[src/rtl/mx_int8_block_seq.sv]
// MXINT8 block sequencer: gathers BLOCK_SIZE FP32 elements, picks the largest
// biased exponent as the shared E8M0 scale, walks the external FP32->INT8
// converter over the buffered block, then holds the finished block on a
// valid/ready output until the consumer takes it.
module mx_int8_block_seq #(
    parameter int BLOCK_SIZE = 32,
    parameter int FP_W       = 32,
    parameter int SCALE_W    = 8,
    parameter int ELEM_W     = 8,
    parameter int CNT_W      = 16
) (
    input  logic                         clk,
    input  logic                         rst_n,
    input  logic                         flush,
    input  logic                         in_valid,
    output logic                         in_ready,
    input  logic [FP_W-1:0]              in_data,
    output logic                         cvt_req,
    output logic [FP_W-1:0]              cvt_float,
    output logic [SCALE_W-1:0]           cvt_scale,
    input  logic [ELEM_W-1:0]            cvt_elem,
    input  logic                         cvt_overflow,
    output logic                         out_valid,
    input  logic                         out_ready,
    output logic [SCALE_W-1:0]           out_scale,
    output logic [BLOCK_SIZE*ELEM_W-1:0] out_elems,
    output logic                         out_overflow,
    output logic                         busy,
    output logic [CNT_W-1:0]             blocks_done
);

    localparam int IDX_W = (BLOCK_SIZE > 1) ? $clog2(BLOCK_SIZE) : 1;
    localparam logic [IDX_W-1:0] LAST_IDX = IDX_W'(BLOCK_SIZE - 1);
    // Biased exponent field sits directly below the sign bit.
    localparam int EXP_MSB = FP_W - 2;

    typedef enum logic [1:0] {
        ST_COLLECT = 2'd0,
        ST_CONVERT = 2'd1,
        ST_OUTPUT  = 2'd2
    } state_t;

    state_t               state_q, state_d;
    logic [IDX_W-1:0]     cnt_q, cnt_d;
    logic [SCALE_W-1:0]   max_exp_q, max_exp_d;
    logic                 ovf_q, ovf_d;
    logic                 out_valid_q, out_valid_d;
    logic                 cvt_req_q, cvt_req_d;
    logic                 busy_q, busy_d;
    logic [CNT_W-1:0]     blocks_done_q, blocks_done_d;
    logic [FP_W-1:0]      cvt_float_q, cvt_float_d;
    logic [SCALE_W-1:0]   cvt_scale_q, cvt_scale_d;

    // Element buffer (FP32 inputs) and result buffer (INT8 outputs).
    logic [FP_W-1:0]      buf_q  [BLOCK_SIZE];
    logic [ELEM_W-1:0]    obuf_q [BLOCK_SIZE];
    logic                 buf_we;
    logic                 obuf_we;

    logic [SCALE_W-1:0]   in_exp;
    logic [SCALE_W-1:0]   new_max;
    logic [IDX_W-1:0]     cnt_inc;

    assign in_exp  = in_data[EXP_MSB -: SCALE_W];
    // Zero/subnormal naturally give 0 and Inf/NaN give all-ones, so a plain
    // unsigned max over the raw exponent field is the scale rule.
    assign new_max = (in_exp > max_exp_q) ? in_exp : max_exp_q;
    assign cnt_inc = cnt_q + 1'b1;

    // Next-state and datapath control for the collect/convert/output sequence.
    always_comb begin
        state_d       = state_q;
        cnt_d         = cnt_q;
        max_exp_d     = max_exp_q;
        ovf_d         = ovf_q;
        out_valid_d   = out_valid_q;
        blocks_done_d = blocks_done_q;
        cvt_float_d   = cvt_float_q;
        cvt_scale_d   = cvt_scale_q;
        buf_we        = 1'b0;
        obuf_we       = 1'b0;

        unique case (state_q)
            ST_COLLECT: begin
                if (flush) begin
                    // Abort wins over a same-cycle handshake.
                    cnt_d     = '0;
                    max_exp_d = '0;
                end else if (in_valid) begin
                    buf_we    = 1'b1;
                    max_exp_d = new_max;
                    if (cnt_q == LAST_IDX) begin
                        cnt_d       = '0;
                        state_d     = ST_CONVERT;
                        // Element 0 was stored earlier, so it can be presented
                        // to the converter on the first CONVERT cycle.
                        cvt_float_d = buf_q[0];
                        cvt_scale_d = new_max;
                    end else begin
                        cnt_d = cnt_inc;
                    end
                end
            end

            ST_CONVERT: begin
                obuf_we = 1'b1;
                ovf_d   = ovf_q | cvt_overflow;
                if (cnt_q == LAST_IDX) begin
                    cnt_d   = '0;
                    state_d = ST_OUTPUT;
                end else begin
                    cnt_d       = cnt_inc;
                    cvt_float_d = buf_q[cnt_inc];
                end
            end

            ST_OUTPUT: begin
                if (!out_valid_q) begin
                    // Result buffer settles on entry; raise valid one cycle later.
                    out_valid_d = 1'b1;
                end else if (out_ready) begin
                    out_valid_d   = 1'b0;
                    blocks_done_d = blocks_done_q + 1'b1;
                    max_exp_d     = '0;
                    ovf_d         = 1'b0;
                    state_d       = ST_COLLECT;
                end
            end

            default: begin
                state_d = ST_COLLECT;
                cnt_d   = '0;
            end
        endcase

        cvt_req_d = (state_d == ST_CONVERT);
        busy_d    = (state_d != ST_COLLECT);
    end

    // State, control and buffer registers; reset discards any block in flight.
    always_ff @(posedge clk or negedge rst_n) begin
        if (!rst_n) begin
            state_q       <= ST_COLLECT;
            cnt_q         <= '0;
            max_exp_q     <= '0;
            ovf_q         <= 1'b0;
            out_valid_q   <= 1'b0;
            cvt_req_q     <= 1'b0;
            busy_q        <= 1'b0;
            blocks_done_q <= '0;
            cvt_float_q   <= '0;
            cvt_scale_q   <= '0;
            for (int i = 0; i < BLOCK_SIZE; i++) begin
                buf_q[i]  <= '0;
                obuf_q[i] <= '0;
            end
        end else begin
            state_q       <= state_d;
            cnt_q         <= cnt_d;
            max_exp_q     <= max_exp_d;
            ovf_q         <= ovf_d;
            out_valid_q   <= out_valid_d;
            cvt_req_q     <= cvt_req_d;
            busy_q        <= busy_d;
            blocks_done_q <= blocks_done_d;
            cvt_float_q   <= cvt_float_d;
            cvt_scale_q   <= cvt_scale_d;
            if (buf_we) begin
                buf_q[cnt_q] <= in_data;
            end
            if (obuf_we) begin
                obuf_q[cnt_q] <= cvt_elem;
            end
        end
    end

    // Flatten the result buffer onto the output bus, element i at [i*ELEM_W +: ELEM_W].
    for (genvar gi = 0; gi < BLOCK_SIZE; gi++) begin : g_pack
        assign out_elems[gi*ELEM_W +: ELEM_W] = obuf_q[gi];
    end

    assign in_ready     = rst_n && (state_q == ST_COLLECT);
    assign cvt_req      = cvt_req_q;
    assign cvt_float    = cvt_float_q;
    assign cvt_scale    = cvt_scale_q;
    assign out_valid    = out_valid_q;
    assign out_scale    = max_exp_q;
    assign out_overflow = ovf_q;
    assign busy         = busy_q;
    assign blocks_done  = blocks_done_q;

endmodule

[config.mk]
export PLATFORM = sky130hd
export DESIGN_NAME = mx_int8_block_seq
export DESIGN_NICKNAME = d
export VERILOG_FILES = /design/src/rtl/mx_int8_block_seq.sv
export SDC_FILE = /design/constraint.sdc
export NUM_CORES = 2
export LEC_CHECK = 0
export ABC_CLOCK_PERIOD_IN_PS = 4100
export BUFFER_PORTS_ARGS = -buffer_cell sky130_fd_sc_hd__buf_4
export CAP_MARGIN = 10
export CORE_MARGIN = 2
export CORE_UTILIZATION = 61
export DETAILED_ROUTE_END_ITERATION = 16
export PLACE_DENSITY = 0.8
export REMOVE_ABC_BUFFERS = 1
export SETUP_SLACK_MARGIN = 0.3
export SYNTH_ARGS = -nofsm -noshare
export SYNTH_HDL_FRONTEND = slang
export SYNTH_SLANG_ARGS = --single-unit
[constraint.sdc]
create_clock -name clk -period 4.1 [get_ports clk]
set_input_delay 0 -clock clk [delete_from_list [all_inputs] [get_ports clk]]
set_output_delay 0 -clock clk [all_outputs]
set_load 0.1 [all_outputs]
==> impl_results.md <==
- Status: completed
- # nets final: ~4,300
- Fillers: about 6,300
- #FFs+latches synth: 1,355
- Worst slack, placed: between 0.8 and 0.9 ns
- Die Span X: 317 µm
- Worst-path fanout max: 22
- RSZ-0062 raised after global routing: no
- Cell internal pwr: 22.5 mW
- Via/cell ratio: ~6.4
- Setup TNS: 0 ns
- Mapped Area: between 0.05 and 0.06 mm²
- Die height: approximately 320 µm
- Hold WS: 0.242 ns
- TritonCTS clock tree: built
- Critical Path RT: 4.75 ns
- Worst rel slew slack: 15.3%
- Critical path startpoint category: flop
- Max Clock Freq: between 0.3 and 0.4 GHz
- WP buf/inv: 2
- Clock sinks: between 1,000 and 1,500
- Dominant synthesized flop cell: dfrtp_1
- Initial DRC count: 3,181
- Grt ovf: 0
- Final hold violations: 0
- Post-synth EDFFs: 0
- Max incr delay on CP: approximately 0.6 ns
- P&R area growth vs syn: 15.4%
- Htree depth: 4
- I/O pins: roughly 370
- Post-DP HPWL: a little over 90,000 µm
- Post-Route WL: ~160,000 µm
- Wirelength per Cell: between 20 and 30 µm
- Sequential fraction of the synthesis area: 56.7%
- Psw: 7.16 mW
- Max_cap viols: 0
- Design Area, Final: between 0.06 and 0.07 mm²
- Seq pwr share: 47.4%
- Placed cell count: 5,358
- Detailed-router iteration count before antenna repair: 5
- Core box area: 0.0969 mm²
- Clock Skews: ~0.035 ns
- Synth top area cells: dfrtp_1, mux2_2, mux4_2
- Post-CTS setup buffers: 0
- Critical path cell sequence: ha_1 > buf_4 > and3_1 > ha_4 > nor2_4 > buf_4 > a221o_1 > a311oi_1 > o31ai_1
- GPL Wtd Cong: 0.808
- Number of nets with antenna violations after routing: 0
- Drt drc: 0
- Mean Syn Cell Area: about 15 µm²
- Pin count of the biggest net entering global routing: between 100 and 150
- Worst-path clk slew: roughly 0.060 ns
- Slowest CP cell: nor2_4
- Slew @ Worst Pin: 1.27 ns
- # rows: about 110
- Vias in the first global route: around 38,000
- CTS Buf Count: 140
- Worst Setup Slack, final: ~0.79 ns
- Placed instance area: about 0.064 mm²
- Leak: roughly 34 nW
- Cell Count, Final, Fillers Out: around 5,700
- Async S/R FF share, synth: 100%
- Clock network power share: a little over two fifths
- Layout cells sized above 1: between 50% and 60%
- Switching Share: ~24%
- Clock root buffer: clkbuf_16
- Starting Density: between 60% and 70%
- Cell taking the most area after synthesis: dfrtp_1
- Most common cell in the netlist: dfrtp_1
- Antenna violations before repair: 5
- IO Port Bufs: 370
- Tot GR Track Use: a little under a third
- Delay-heaviest family, CP: simple AND/OR/NAND/NOR gates
- Post-synth top area share: ~57%
- Post-synth top cells: dfrtp_1, mux2_2, mux4_2
- Later-pin clock latency in the skew report: 0.75 ns
- Wire length of the first global-routing pass: ~240,000 µm
- Setup CP Type: reg -> reg
- Fin crit period: 3.31 ns
- Worst min-delay path category: in -> reg
- Synth unique cells: between 50 and 60
- Pwr/cell area: 430 mW/mm²
- Logic gate share of total power: under 10%
- # setup viols final: 0
- Final Cycle Share: between 80% and 90%
- CP Capture Type: flop
- Ys Warns: 0
- Cell mode on critical path: buf_4
- VDD IR max: approximately 400 µV
- Crit path DAT: between 3 and 4 ns
- Maximum buffer depth of the clock tree: 3
- Via count: approximately 36,000
- Post-synthesis cell count: 3,984
- Die ar.: ~0.1 mm²
- Fin. max-slew vios: 0
-- sequential cells by signal, summed over array words and instances, names as in the netlist, 2 cells and up --
signal and flops:
cnt_q 5, blocks_done 16, state_q 2, out_scale 8
out_elems 256, buf_q 1024, cvt_float 32, cvt_scale 8
-- power groups by stage --
stage	clock network (mW)	logic (mW)	registers, mW
final	12.9	2.71	14.0
after floorplan	0	1.43	14.7
after global placement	0	2.63	14.2
after CTS	13.0	2.73	14.0
after global routing	13.6	2.90	14.1
after detailed placement	0	2.67	14.3
-- cells by family (layout without fill, tap and decap cells) --
logic type / Yosys count / after routing / share of synthesized area (%)
AOI/OAI and AO/OA: 192 / 192 / 2.46
buffers and inverters: 386 / 785 / 2.82
xor gates and xnor gates: 19 / 19 / 0.304
other: 0 / 4 / 0
adders and majority gates: 14 / 14 / 0.293
DFF: 1355 / 1355 / 56.7
and+or+nand+nor: 437 / 437 / 3.59
muxes: 1581 / 1581 / 33.8
-- placed cells by master (no fill, tap or decap), types with 5 or more instances in the layout --
cell type	instances
a21oi_1	5
a22oi_1	32
a31o_2	31
a32o_1	8
and3_1	13
buf_12	23
buf_4	445
bufinv_16	6
clkbuf_1	37
clkbuf_16	148
clkbuf_8	36
clkinv_2	14
dfrtp_1	1354
dlygate4sd3_1	50
ha_1	12
inv_1	15
mux2_1	12
mux2_2	1242
mux2i_1	103
mux4_2	224
nand2_1	122
nand2_2	25
nand3_1	200
nand3_2	6
nor2_1	14
nor2_2	14
nor2_4	5
o2111ai_1	62
o21ai_0	40
xnor2_1	11
-- tightest hold or removal path: cells and delay by family --
| kind | cells | cell delay, ns |
|---|---|---|
| buffers and inverters | 2 | 0.75 |
| multiplexers | 1 | 0.19 |
-- final timing paths --
check	startpoint	end	slack [ns]	depth (start not counted)
setup / recovery	cnt_q[0]	cvt_float[30]	0.79	9
hold / removal	in_data[23]	buf_q[23]	0.24	3
setup reg to reg	cnt_q[0]	cvt_float[30]	0.79	9
hold reg to reg	blocks_done[15]	blocks_done[15]	0.47	1
max in group asynchronous	rst_n	buf_q[300]	2.62	4
min in group asynchronous	rst_n	buf_q[29]	0.37	3
-- layer usage --
metal	track usage, %	wire (µm)	vias to the layer above
met5	0	0	-
li1	-	-	15200
met4	10.9	5320	0
met3	6.70	11600	345
met1	43.5	64200	19500
met2	50.4	74800	1361
-- final cells by class --
| type | instances | area, µm² | area share [%] |
|---|---|---|---|
| Antenna cell | 4 | 10.0 | 0.0145 |
| Clock buffer | 221 | 4340 | 6.29 |
| Clock inverter | 29 | 349 | 0.506 |
| Inverter | 15 | 56.3 | 0.0816 |
| Multi-Input combinational cell | 2243 | 24300 | 35.3 |
| Sequential cell | 1355 | 33900 | 49.2 |
| Tap cell | 1276 | 1600 | 2.32 |
| Timing Repair Buffer | 520 | 4360 | 6.32 |
-- what timing repair did --
item,4_1_cts,5_1_grt
hold buffers,51,0
hold endpoints to repair,2074,0
resized for setup,0,0
-- metrics by stage --
step                power, mW  utilization [%]
floorplan                16.1                -
global placement         16.9             65.8
detailed placement       16.9             65.8
CTS                      29.8             71.2
global route             30.6             71.2
finish                   29.6             71.2
Note: power is estimated with default switching activity, not from simulation.
